### src/rtl/kfmmc_command_sequencer_pkg.sv
// Shared encodings and frame constants for the KFMMC command sequencer.
package kfmmc_command_sequencer_pkg;

    typedef enum logic [2:0] {
        ST_IDLE,
        ST_TX_ISSUE,
        ST_RX_ISSUE,
        ST_XFER,
        ST_GAP,
        ST_DONE
    } seq_state_t;

    typedef enum logic [1:0] {
        PH_TX,
        PH_RX,
        PH_GAP
    } seq_phase_t;

    typedef enum logic [1:0] {
        HS_IDLE,
        HS_ARM,
        HS_WAIT
    } hs_state_t;

    localparam logic [1:0]  CMD_START_BITS = 2'b01;
    localparam int unsigned FRAME_BYTES    = 6;
    localparam logic [7:0]  GAP_BYTE       = 8'hFF;

    // Byte of the 6-byte command frame selected by its position.
    function automatic logic [7:0] frame_byte(
        input logic [2:0]  idx,
        input logic [5:0]  cmd_index,
        input logic [31:0] arg,
        input logic [6:0]  crc
    );
        case (idx)
            3'd0:    frame_byte = {CMD_START_BITS, cmd_index};
            3'd1:    frame_byte = arg[31:24];
            3'd2:    frame_byte = arg[23:16];
            3'd3:    frame_byte = arg[15:8];
            3'd4:    frame_byte = arg[7:0];
            default: frame_byte = {crc, 1'b1};
        endcase
    endfunction

endpackage

### src/rtl/kfmmc_command_sequencer_byte_handshake.sv
// Per-byte engine handshake: one arm cycle, then wait for in_connecting to fall.
module kfmmc_command_sequencer_byte_handshake
    import kfmmc_command_sequencer_pkg::*;
(
    input  logic clock,
    input  logic reset,
    input  logic issue_c,
    input  logic mmc_in_connecting,
    input  logic mmc_timeout_interrupt,
    output logic done_c,
    output logic timeout_c
);

    hs_state_t state_q;
    hs_state_t state_d;

    // Next-state and completion detect.
    always_comb begin
        state_d = state_q;
        done_c  = 1'b0;
        case (state_q)
            HS_IDLE: if (issue_c) state_d = HS_ARM;
            HS_ARM:  state_d = HS_WAIT;
            HS_WAIT: begin
                if (!mmc_in_connecting) begin
                    done_c  = 1'b1;
                    state_d = HS_IDLE;
                end
            end
            default: state_d = HS_IDLE;
        endcase
    end

    assign timeout_c = done_c & mmc_timeout_interrupt;

    // Handshake state register.
    always_ff @(posedge clock or posedge reset) begin
        if (reset) state_q <= HS_IDLE;
        else       state_q <= state_d;
    end

endmodule

### src/rtl/kfmmc_command_sequencer.sv
// Sequences one MMC/SD CMD-line transaction: frame, optional response, Ncc gap.
module kfmmc_command_sequencer
    import kfmmc_command_sequencer_pkg::*;
#(
    parameter int unsigned RESP_MAX_BYTES = 17,
    parameter int unsigned NCC_BYTES      = 1
) (
    input  logic        clock,
    input  logic        reset,
    input  logic        cmd_start,
    input  logic [5:0]  cmd_index,
    input  logic [31:0] cmd_argument,
    input  logic [4:0]  response_bytes,
    output logic        busy,
    output logic        cmd_done,
    output logic        cmd_timeout,
    output logic        resp_valid,
    output logic [7:0]  resp_data,
    output logic [4:0]  resp_index,
    output logic        mmc_start_communication,
    output logic        mmc_command_io,
    output logic        mmc_check_command_start_bit,
    output logic        mmc_clear_command_crc,
    output logic        mmc_clear_command_interrupt,
    output logic        mmc_mask_command_interrupt,
    output logic        mmc_mask_data_interrupt,
    output logic        mmc_set_send_command,
    output logic [7:0]  mmc_send_command,
    input  logic [7:0]  mmc_received_response,
    input  logic [6:0]  mmc_send_command_crc,
    input  logic        mmc_in_connecting,
    input  logic        mmc_sent_command_interrupt,
    input  logic        mmc_received_response_interrupt,
    input  logic        mmc_timeout_interrupt
);

    localparam int unsigned GAP_W     = $clog2(NCC_BYTES + 2);
    localparam logic [2:0]  LAST_BYTE = 3'(FRAME_BYTES - 1);

    seq_state_t state_q, state_d;
    seq_phase_t phase_q, phase_d;
    logic [2:0]       byte_cnt_q, byte_cnt_d;
    logic [4:0]       rx_cnt_q, rx_cnt_d;
    logic [GAP_W-1:0] gap_cnt_q, gap_cnt_d;
    logic [5:0]       index_q, index_d;
    logic [31:0]      arg_q, arg_d;
    logic [4:0]       rbytes_q, rbytes_d;
    logic busy_q, busy_d, done_q, done_d, timeout_q, timeout_d;
    logic rvalid_q, rvalid_d;
    logic [7:0] rdata_q, rdata_d;
    logic [4:0] rindex_q, rindex_d;
    logic start_q, start_d, io_q, io_d, csb_q, csb_d, clr_crc_q, clr_crc_d;
    logic clr_int_q, clr_int_d, mask_q, mask_d, set_send_q, set_send_d;
    logic [7:0] send_q, send_d;

    logic hs_issue_c, hs_done_c, hs_timeout_c;
    logic unused_irq_c;

    // The per-byte interrupt flags are implied by the in_connecting fall.
    assign unused_irq_c = mmc_sent_command_interrupt ^ mmc_received_response_interrupt;

    kfmmc_command_sequencer_byte_handshake u_handshake (
        .clock                 (clock),
        .reset                 (reset),
        .issue_c               (hs_issue_c),
        .mmc_in_connecting     (mmc_in_connecting),
        .mmc_timeout_interrupt (mmc_timeout_interrupt),
        .done_c                (hs_done_c),
        .timeout_c             (hs_timeout_c)
    );

    // Transaction sequencing, byte selection and strobe generation.
    always_comb begin
        state_d    = state_q;
        phase_d    = phase_q;
        byte_cnt_d = byte_cnt_q;
        rx_cnt_d   = rx_cnt_q;
        gap_cnt_d  = gap_cnt_q;
        index_d    = index_q;
        arg_d      = arg_q;
        rbytes_d   = rbytes_q;
        busy_d     = busy_q;
        timeout_d  = timeout_q;
        rdata_d    = rdata_q;
        rindex_d   = rindex_q;
        io_d       = io_q;
        mask_d     = mask_q;
        send_d     = send_q;
        done_d     = 1'b0;
        rvalid_d   = 1'b0;
        start_d    = 1'b0;
        csb_d      = 1'b0;
        clr_crc_d  = 1'b0;
        clr_int_d  = 1'b0;
        set_send_d = 1'b0;
        hs_issue_c = 1'b0;

        case (state_q)
            ST_IDLE: begin
                mask_d = 1'b1;
                if (cmd_start) begin
                    timeout_d  = 1'b0;
                    index_d    = cmd_index;
                    arg_d      = cmd_argument;
                    rbytes_d   = (32'(response_bytes) > RESP_MAX_BYTES) ?
                                 5'(RESP_MAX_BYTES) : response_bytes;
                    busy_d     = 1'b1;
                    byte_cnt_d = 3'd0;
                    rx_cnt_d   = 5'd0;
                    gap_cnt_d  = '0;
                    phase_d    = PH_TX;
                    state_d    = ST_TX_ISSUE;
                end
            end
            ST_TX_ISSUE: begin
                start_d    = 1'b1;
                clr_int_d  = 1'b1;
                io_d       = 1'b0;
                set_send_d = 1'b1;
                mask_d     = 1'b0;
                clr_crc_d  = (byte_cnt_q == 3'd0);
                send_d     = frame_byte(byte_cnt_q, index_q, arg_q, mmc_send_command_crc);
                hs_issue_c = 1'b1;
                state_d    = ST_XFER;
            end
            ST_RX_ISSUE: begin
                start_d    = 1'b1;
                clr_int_d  = 1'b1;
                io_d       = 1'b1;
                mask_d     = 1'b0;
                csb_d      = (rx_cnt_q == 5'd0);
                hs_issue_c = 1'b1;
                state_d    = ST_XFER;
            end
            ST_XFER: begin
                if (hs_done_c) begin
                    if (phase_q != PH_GAP && hs_timeout_c) begin
                        timeout_d = 1'b1;
                        phase_d   = PH_GAP;
                        state_d   = ST_GAP;
                    end else begin
                        case (phase_q)
                            PH_TX: begin
                                if (byte_cnt_q < LAST_BYTE) begin
                                    byte_cnt_d = byte_cnt_q + 3'd1;
                                    state_d    = ST_TX_ISSUE;
                                end else if (rbytes_q != 5'd0) begin
                                    phase_d = PH_RX;
                                    state_d = ST_RX_ISSUE;
                                end else begin
                                    phase_d = PH_GAP;
                                    state_d = ST_GAP;
                                end
                            end
                            PH_RX: begin
                                rvalid_d = 1'b1;
                                rdata_d  = mmc_received_response;
                                rindex_d = rx_cnt_q;
                                rx_cnt_d = rx_cnt_q + 5'd1;
                                if (({1'b0, rx_cnt_q} + 6'd1) < {1'b0, rbytes_q}) begin
                                    state_d = ST_RX_ISSUE;
                                end else begin
                                    phase_d = PH_GAP;
                                    state_d = ST_GAP;
                                end
                            end
                            default: state_d = ST_GAP;
                        endcase
                    end
                end
            end
            ST_GAP: begin
                if (32'(gap_cnt_q) >= NCC_BYTES) begin
                    state_d = ST_DONE;
                end else begin
                    start_d    = 1'b1;
                    clr_int_d  = 1'b1;
                    io_d       = 1'b0;
                    set_send_d = 1'b1;
                    send_d     = GAP_BYTE;
                    gap_cnt_d  = gap_cnt_q + GAP_W'(1);
                    hs_issue_c = 1'b1;
                    state_d    = ST_XFER;
                end
            end
            ST_DONE: begin
                done_d  = 1'b1;
                busy_d  = 1'b0;
                mask_d  = 1'b1;
                io_d    = 1'b1;
                state_d = ST_IDLE;
            end
            default: state_d = ST_IDLE;
        endcase
    end

    // State, counters and registered outputs.
    always_ff @(posedge clock or posedge reset) begin
        if (reset) begin
            state_q    <= ST_IDLE;
            phase_q    <= PH_TX;
            byte_cnt_q <= 3'd0;
            rx_cnt_q   <= 5'd0;
            gap_cnt_q  <= '0;
            index_q    <= 6'd0;
            arg_q      <= 32'd0;
            rbytes_q   <= 5'd0;
            busy_q     <= 1'b0;
            done_q     <= 1'b0;
            timeout_q  <= 1'b0;
            rvalid_q   <= 1'b0;
            rdata_q    <= 8'd0;
            rindex_q   <= 5'd0;
            start_q    <= 1'b0;
            io_q       <= 1'b1;
            csb_q      <= 1'b0;
            clr_crc_q  <= 1'b0;
            clr_int_q  <= 1'b0;
            mask_q     <= 1'b1;
            set_send_q <= 1'b0;
            send_q     <= 8'd0;
        end else begin
            state_q    <= state_d;
            phase_q    <= phase_d;
            byte_cnt_q <= byte_cnt_d;
            rx_cnt_q   <= rx_cnt_d;
            gap_cnt_q  <= gap_cnt_d;
            index_q    <= index_d;
            arg_q      <= arg_d;
            rbytes_q   <= rbytes_d;
            busy_q     <= busy_d;
            done_q     <= done_d;
            timeout_q  <= timeout_d;
            rvalid_q   <= rvalid_d;
            rdata_q    <= rdata_d;
            rindex_q   <= rindex_d;
            start_q    <= start_d;
            io_q       <= io_d;
            csb_q      <= csb_d;
            clr_crc_q  <= clr_crc_d;
            clr_int_q  <= clr_int_d;
            mask_q     <= mask_d;
            set_send_q <= set_send_d;
            send_q     <= send_d;
        end
    end

    assign busy                        = busy_q;
    assign cmd_done                    = done_q;
    assign cmd_timeout                 = timeout_q;
    assign resp_valid                  = rvalid_q;
    assign resp_data                   = rdata_q;
    assign resp_index                  = rindex_q;
    assign mmc_start_communication     = start_q;
    assign mmc_command_io              = io_q;
    assign mmc_check_command_start_bit = csb_q;
    assign mmc_clear_command_crc       = clr_crc_q;
    assign mmc_clear_command_interrupt = clr_int_q;
    assign mmc_mask_command_interrupt  = mask_q;
    assign mmc_mask_data_interrupt     = 1'b1;
    assign mmc_set_send_command        = set_send_q;
    assign mmc_send_command            = send_q;

endmodule

### config.mk
export PLATFORM = sky130hd
export DESIGN_NAME = kfmmc_command_sequencer
export DESIGN_NICKNAME = d
export VERILOG_FILES = /design/src/rtl/kfmmc_command_sequencer_pkg.sv /design/src/rtl/kfmmc_command_sequencer_byte_handshake.sv /design/src/rtl/kfmmc_command_sequencer.sv
export SDC_FILE = /design/constraint.sdc
export NUM_CORES = 1
export LEC_CHECK = 0
export BUFFER_PORTS_ARGS = -buffer_cell sky130_fd_sc_hd__buf_2
export CORE_AREA = 2 2 93 95
export DETAILED_ROUTE_END_ITERATION = 10
export DIE_AREA = 0 0 95 97
export GPL_TIMING_DRIVEN = 0
export PLACE_DENSITY = 0.79
export REMOVE_ABC_BUFFERS = 1
export SETUP_SLACK_MARGIN = 0.4
export SLEW_MARGIN = 15
export SYNTH_ARGS = -nofsm -noshare
export SYNTH_HDL_FRONTEND = slang
export SYNTH_HIERARCHICAL = 1
export SYNTH_SLANG_ARGS = --single-unit
### constraint.sdc
create_clock -name clock -period 2.8 [get_ports clock]
set_input_delay 0.14 -clock clock [delete_from_list [all_inputs] [get_ports clock]]
set_output_delay 0.14 -clock clock [all_outputs]
set_load 0.03 [all_outputs]
==> metrics.txt, run 1 <==
Rows 33; vias in the first global route 3639; Worst-Margin Slew 0.749 ns; Placement Cell Area 0.00489 mm²; synthesized area 0.00435 mm²; CP Capture Type flop; first-pass GRT wire length 16500 µm; dominant combinational cell family by area after synthesis simple AND/OR/NAND/NOR gates; most frequent cells in the layout nand2_1, buf_2, dfrtp_1; Worst-path clk slew 0.09 ns; WL final 10200 µm; cell area after layout 0.00552 mm²; VDD IR max 0.540 mV; Power Dens Cells 969 mW/mm²; post-detail-place hpwl 6740 µm; Top-Level Pins 98; Yosys warnings 6; CTS max path bufs 2; largest net degree at the start of global routing 56; die height 97 µm; status complete, no violations; adder-cell area share of the yosys netlist 0.0345; Fillers 624; FF+latch count, synth 91; unrepaired setup endpoints after global routing no; # DRC 0; final net count 658; full die area 0.00922 mm²; post-synthesis xor/xnor area fraction 0.00603; Clock Sinks 91; GRT Util Overall 0.228; Finish-stage setup viols 0; fin crit period 2.23 ns; first-pass iteration count of the detailed router 5; prevailing post-synth register cell dfrtp_1; GPL Wtd Cong 0.807; simple-gate portion of the synthesized area 0.211; Data required, critical path 3.06 ns; starting density of the core 0.535; Synth-to-Final Area Change 26.7%; grt ovf 0; Max Clk Rate 0.449 GHz; dpl cells 634; chip width 95 µm; core footprint 0.00813 mm²; Final period util 0.796; Rel. slew slack 0.499; most common cell after layout, fill and taps aside nand2_1; final std cells w/o fill 690; Pleak 2.75 nW; kind of critical path flop to flop; postcts setup bufs 0; number of distinct library cells after synthesis 57; Final Max Slew Viols 0; CTS tree done; DR vias/cell 5.39; CTS Buf Count 9; area leader, netlist dfrtp_1; Fin. Hold Viols 0; n_diodes 0; post-route ant nets 0; Avg Cell Area, Syn 9.55 µm²; Max-cap violations 0; Layout Skew 0.00847 ns; Hold Path Class primary input to flop; ratio of cells with drive above 1 in the final layout 0.248; drt wl/cell 14.8 µm; vias 3719; CP startpoint kind flop; Synth top area share 0.511; antenna violations before repair 0; Mapped Cells 456; post-synthesis sequential area ratio 0.524; crit-path max FO 7; EDFF count, synth 0; root buf cell clkbuf_8; Starting DRT DRC Count 170; post-synthesis mux area share 0.0566; critical path arrival 2.48 ns; compound-gate portion of the synthesized area 0.121; htree depth 3; Clock Latency Late Sink 0.36 ns; I/O Buffers 94; Synth area leaders dfrtp_1, nand2_1, mux2_2, ha_1, o21ai_0; Synth async-reset ratio 1.00
## synth_stat cells, types with 3 or more instances
master	count
clkbuf_1	11
and3_1	3
inv_1	20
mux2i_1	4
a22o_1	4
buf_4	4
a21oi_1	11
nand3b_1	8
nand3_1	8
dfrtp_1	89
nor2_1	21
mux2_2	17
nand2_1	139
o22a_1	3
buf_2	6
nand2b_1	4
o21ai_0	25
ha_1	12
a31oi_1	3
nor3_1	3
a22oi_1	3
nor2b_1	5
o31ai_1	3
or3_1	3
a222oi_1	4
## through the flow
stage                     hold WS [ns]  worst slack [ns]  utilization  setup TNS [ns]  power, W
after CTS                     0.000843             0.422        0.677               0   0.00531
after detailed placement        0.0283             0.419        0.602               0   0.00435
final                           0.0136             0.572        0.678               0   0.00534
after global routing          0.000349             0.395        0.678               0   0.00570
after floorplan                 -0.119             0.356            -               0   0.00371
after global placement         0.00180            -0.655        0.594          -56.82   0.00424
## area by class of cell
cell class | count | area, µm² | share of cell area
multi-input combinational | 321 | 1880 | 0.342
inverter | 21 | 81.3 | 0.0147
timing repair buffer | 137 | 936 | 0.170
tap | 105 | 131 | 0.0238
clock inverter | 5 | 62.6 | 0.0113
sequential | 91 | 2280 | 0.414
clock buffer | 10 | 138 | 0.0249
## path summary, 6_finish.rpt
| path | from | end | slack (ns) | cells past startpoint |
|---|---|---|---|---|
| setup / recovery | rx_cnt_q[0] | phase_q[1] | 0.57 | 8 |
| hold / removal | mmc_received_response[5] | resp_data[5] | 0.01 | 2 |
| setup reg to reg | rx_cnt_q[0] | phase_q[1] | 0.57 | 8 |
| hold reg to reg | u_handshake/state_q[1] | u_handshake/state_q[0] | 0.48 | 1 |
| max in group asynchronous | reset | arg_q[24] | 1.84 | 4 |
| min in group asynchronous | reset | u_handshake/state_q[0] | 0.20 | 3 |
## logic make-up after synthesis
group,after synthesis
compound gates,76
xor+xnor,3
fa+ha+maj,12
buf+inv,44
flops,91
mux,22
other cells,1
simple gates,207
## timing repair
action | CTS | global route
hold endpoints to repair | 74 | 0
setup endpoints to repair | 0 | 11
hold buffers | 41 | 0
resized for setup | 0 | 6
## state kept, by name (all words and copies together), names as in the netlist
| register | flops |
|---|---|
| arg_q | 32 |
| mmc_send_command | 8 |
| resp_data | 8 |
| index_q | 6 |
| rbytes_q | 5 |
| resp_index | 5 |
| rx_cnt_q | 5 |
| byte_cnt_q | 3 |
| state_q | 3 |
| gap_cnt_q | 2 |
| phase_q | 2 |
| u_handshake/state_q | 2 |
| busy | 1 |
| cmd_done | 1 |
| cmd_timeout | 1 |
| mmc_check_command_start_bit | 1 |
| mmc_clear_command_crc | 1 |
| mmc_clear_command_interrupt | 1 |
| mmc_command_io | 1 |
| mmc_mask_command_interrupt | 1 |
| mmc_set_send_command | 1 |
| resp_valid | 1 |
## routing by layer
| metal | up-vias | global-route usage | wire length, µm |
|---|---|---|---|
| met5 | - | 0 | 0 |
| met4 | 0 | 0.105 | 280 |
| met3 | 23 | 0.0389 | 459 |
| met2 | 116 | 0.357 | 4950 |
| met1 | 1793 | 0.307 | 4520 |
| li1 | 1787 | - | - |
## power breakdown
| group | leakage [nW] | switching (W) | total (W) | internal, W |
|---|---|---|---|---|
| logic | 1.52 | 0.00132 | 0.00218 | 0.000856 |
| clock network | 0.0950 | 0.000474 | 0.000911 | 0.000437 |
| registers | 1.13 | 0.000396 | 0.00226 | 0.00186 |
## worst max-delay path, stage by stage, from the launching register on
cell and delay [ns]:
dfrtp_2 0.47, ha_1 0.27, xor2_1 0.17, ha_1 0.28
o21ai_0 0.08, nand2b_1 0.07, a31oi_1 0.12, or3_1 0.41
o31ai_2 0.26
Power figures use the tool's default switching activity.
==> inputs of run 2 (changes only) <==
- clock period: 2.8 -> 2.25 ns (I/O delays scaled with it)
==> metrics.txt, run 2 (synthesized netlist as in run 1, its figures left out) <==
CTS max path bufs 2; CP startpoint kind flop; drt wl/cell 16.4 µm; CTS Buf Count 9; DR vias/cell 5.59; first-pass GRT wire length 17900 µm; unrepaired setup endpoints after global routing yes; CTS tree done; htree depth 3; fin crit period 2.06 ns; GPL Wtd Cong 0.807; Fin. Hold Viols 0; final std cells w/o fill 722; Power Dens Cells 1250 mW/mm²; final setup margin 0.192 ns; Synth-to-Final Area Change 37.9%; post-route ant nets 0; Clock Sinks 91; Flop pwr share 0.379; VDD IR max 0.571 mV; Starting DRT DRC Count 284; vias 4038; Final Max Slew Viols 0; I/O Buffers 94; number of flip-flops in the largest register 32; critical path arrival 2.30 ns; CP Capture Type flop; chip width 95 µm; Power Total 0.00752 W; post-detail-place hpwl 6740 µm; Post-Place Setup Slack -0.131 ns; final net count 690; clock network power share 0.151; Cell Int Power 0.00437 W; GRT Util Overall 0.248; Rows 33; Top-Level Pins 98; vias in the first global route 3884; kind of critical path flop to flop; dpl cells 634; switch share 0.419; Worst-path clk slew 0.09 ns; WL final 11800 µm; Finish-stage setup viols 0; # DRC 0; Layout Skew 0.00936 ns; antenna violations before repair 0; starting density of the core 0.535; Pleak 2.93 nW; Fillers 524; Hold Path Class primary input to flop; Final period util 0.915; root buf cell clkbuf_8; Final TNS setup 0 ns; first-pass iteration count of the detailed router 5; Final Util 0.738; Clock Latency Late Sink 0.36 ns; most frequent cells in the layout nand2_1, buf_2, dfrtp_1; Max Clk Rate 0.486 GHz; Max-cap violations 0; ratio of cells with drive above 1 in the final layout 0.331; crit-path max FO 4; core footprint 0.00813 mm²; Data required, critical path 2.50 ns; most common cell after layout, fill and taps aside nand2_1; proportion of power drawn by combinational gates 0.470; grt ovf 0; Largest Register arg_q; n_diodes 0; status complete, no violations; full die area 0.00922 mm²; die height 97 µm; NetSw 0.00315 W; largest net degree at the start of global routing 56
[run 2: worst paths after layout]
kind	from	cells after the start	endpoint	slack, ns
hold reg to reg	index_q[3]	2	index_q[3]	0.48
max in group asynchronous	reset	4	byte_cnt_q[1]	1.30
setup reg to reg	rx_cnt_q[1]	9	phase_q[0]	0.19
setup / recovery	rx_cnt_q[1]	9	phase_q[0]	0.19
min in group asynchronous	reset	3	u_handshake/state_q[0]	0.17
hold / removal	response_bytes[1]	3	rbytes_q[1]	0.01
[run 2: what timing repair did]
item                                    4_1_cts  5_1_grt
endpoints found under the setup margin       74       60
resized for setup                            31       35
hold buffers                                 47        0
pin swaps                                    11        3
endpoints found under the hold margin        80        0
cloned                                        1        2
setup buffers                                10       13
[run 2: power by group through the flow]
stage	Combinational [W]	Sequential [W]	Clock, W
6_report	0.00353	0.00285	0.00114
5_1_grt	0.00384	0.00293	0.00121
4_1_cts	0.00316	0.00280	0.00115
3_5_place_dp	0.00260	0.00282	0
3_3_place_gp	0.00250	0.00278	0
2_1_floorplan	0.00147	0.00315	0
[run 2: per-layer routing]
metal	wire length, µm	part of all wire	global-route usage	vias to the layer above
met5	0	0	0	-
met4	349	0.030	0.0981	0
met3	641	0.054	0.0421	34
met2	5870	0.50	0.409	187
met1	4960	0.42	0.323	1956
li1	-	-	-	1861
[run 2: layout make-up]
type	count	area, µm²	share of cell area
Tap cell	105	131	0.0219
Timing Repair Buffer	166	1170	0.195
Sequential cell	91	2290	0.382
Multi-Input combinational cell	323	2120	0.353
Clock buffer	10	138	0.0229
Timing Repair inverter	1	5.00	0.000833
Clock inverter	5	62.6	0.0104
Inverter	21	85.1	0.0142
[run 2: stage by stage]
| step | hold WS [ns] | area (µm²) |
|---|---|---|
| after floorplan | -0.146 | 4230 |
| after global placement | -0.0257 | 4830 |
| after detailed placement | 0.000845 | 4890 |
| after CTS | 0.00375 | 5770 |
| after global routing | 0.0309 | 6010 |
| final | 0.0118 | 6010 |
[run 2: worst max-delay path: stages (launching register included)]
cell and delay (ns):
dfrtp_2 0.43, ha_4 0.18, nand3_1 0.14, xnor2_2 0.21
ha_1 0.17, nor3b_1 0.05, o21ai_1 0.16, a31oi_4 0.06
or3_4 0.36, a31o_1 0.19
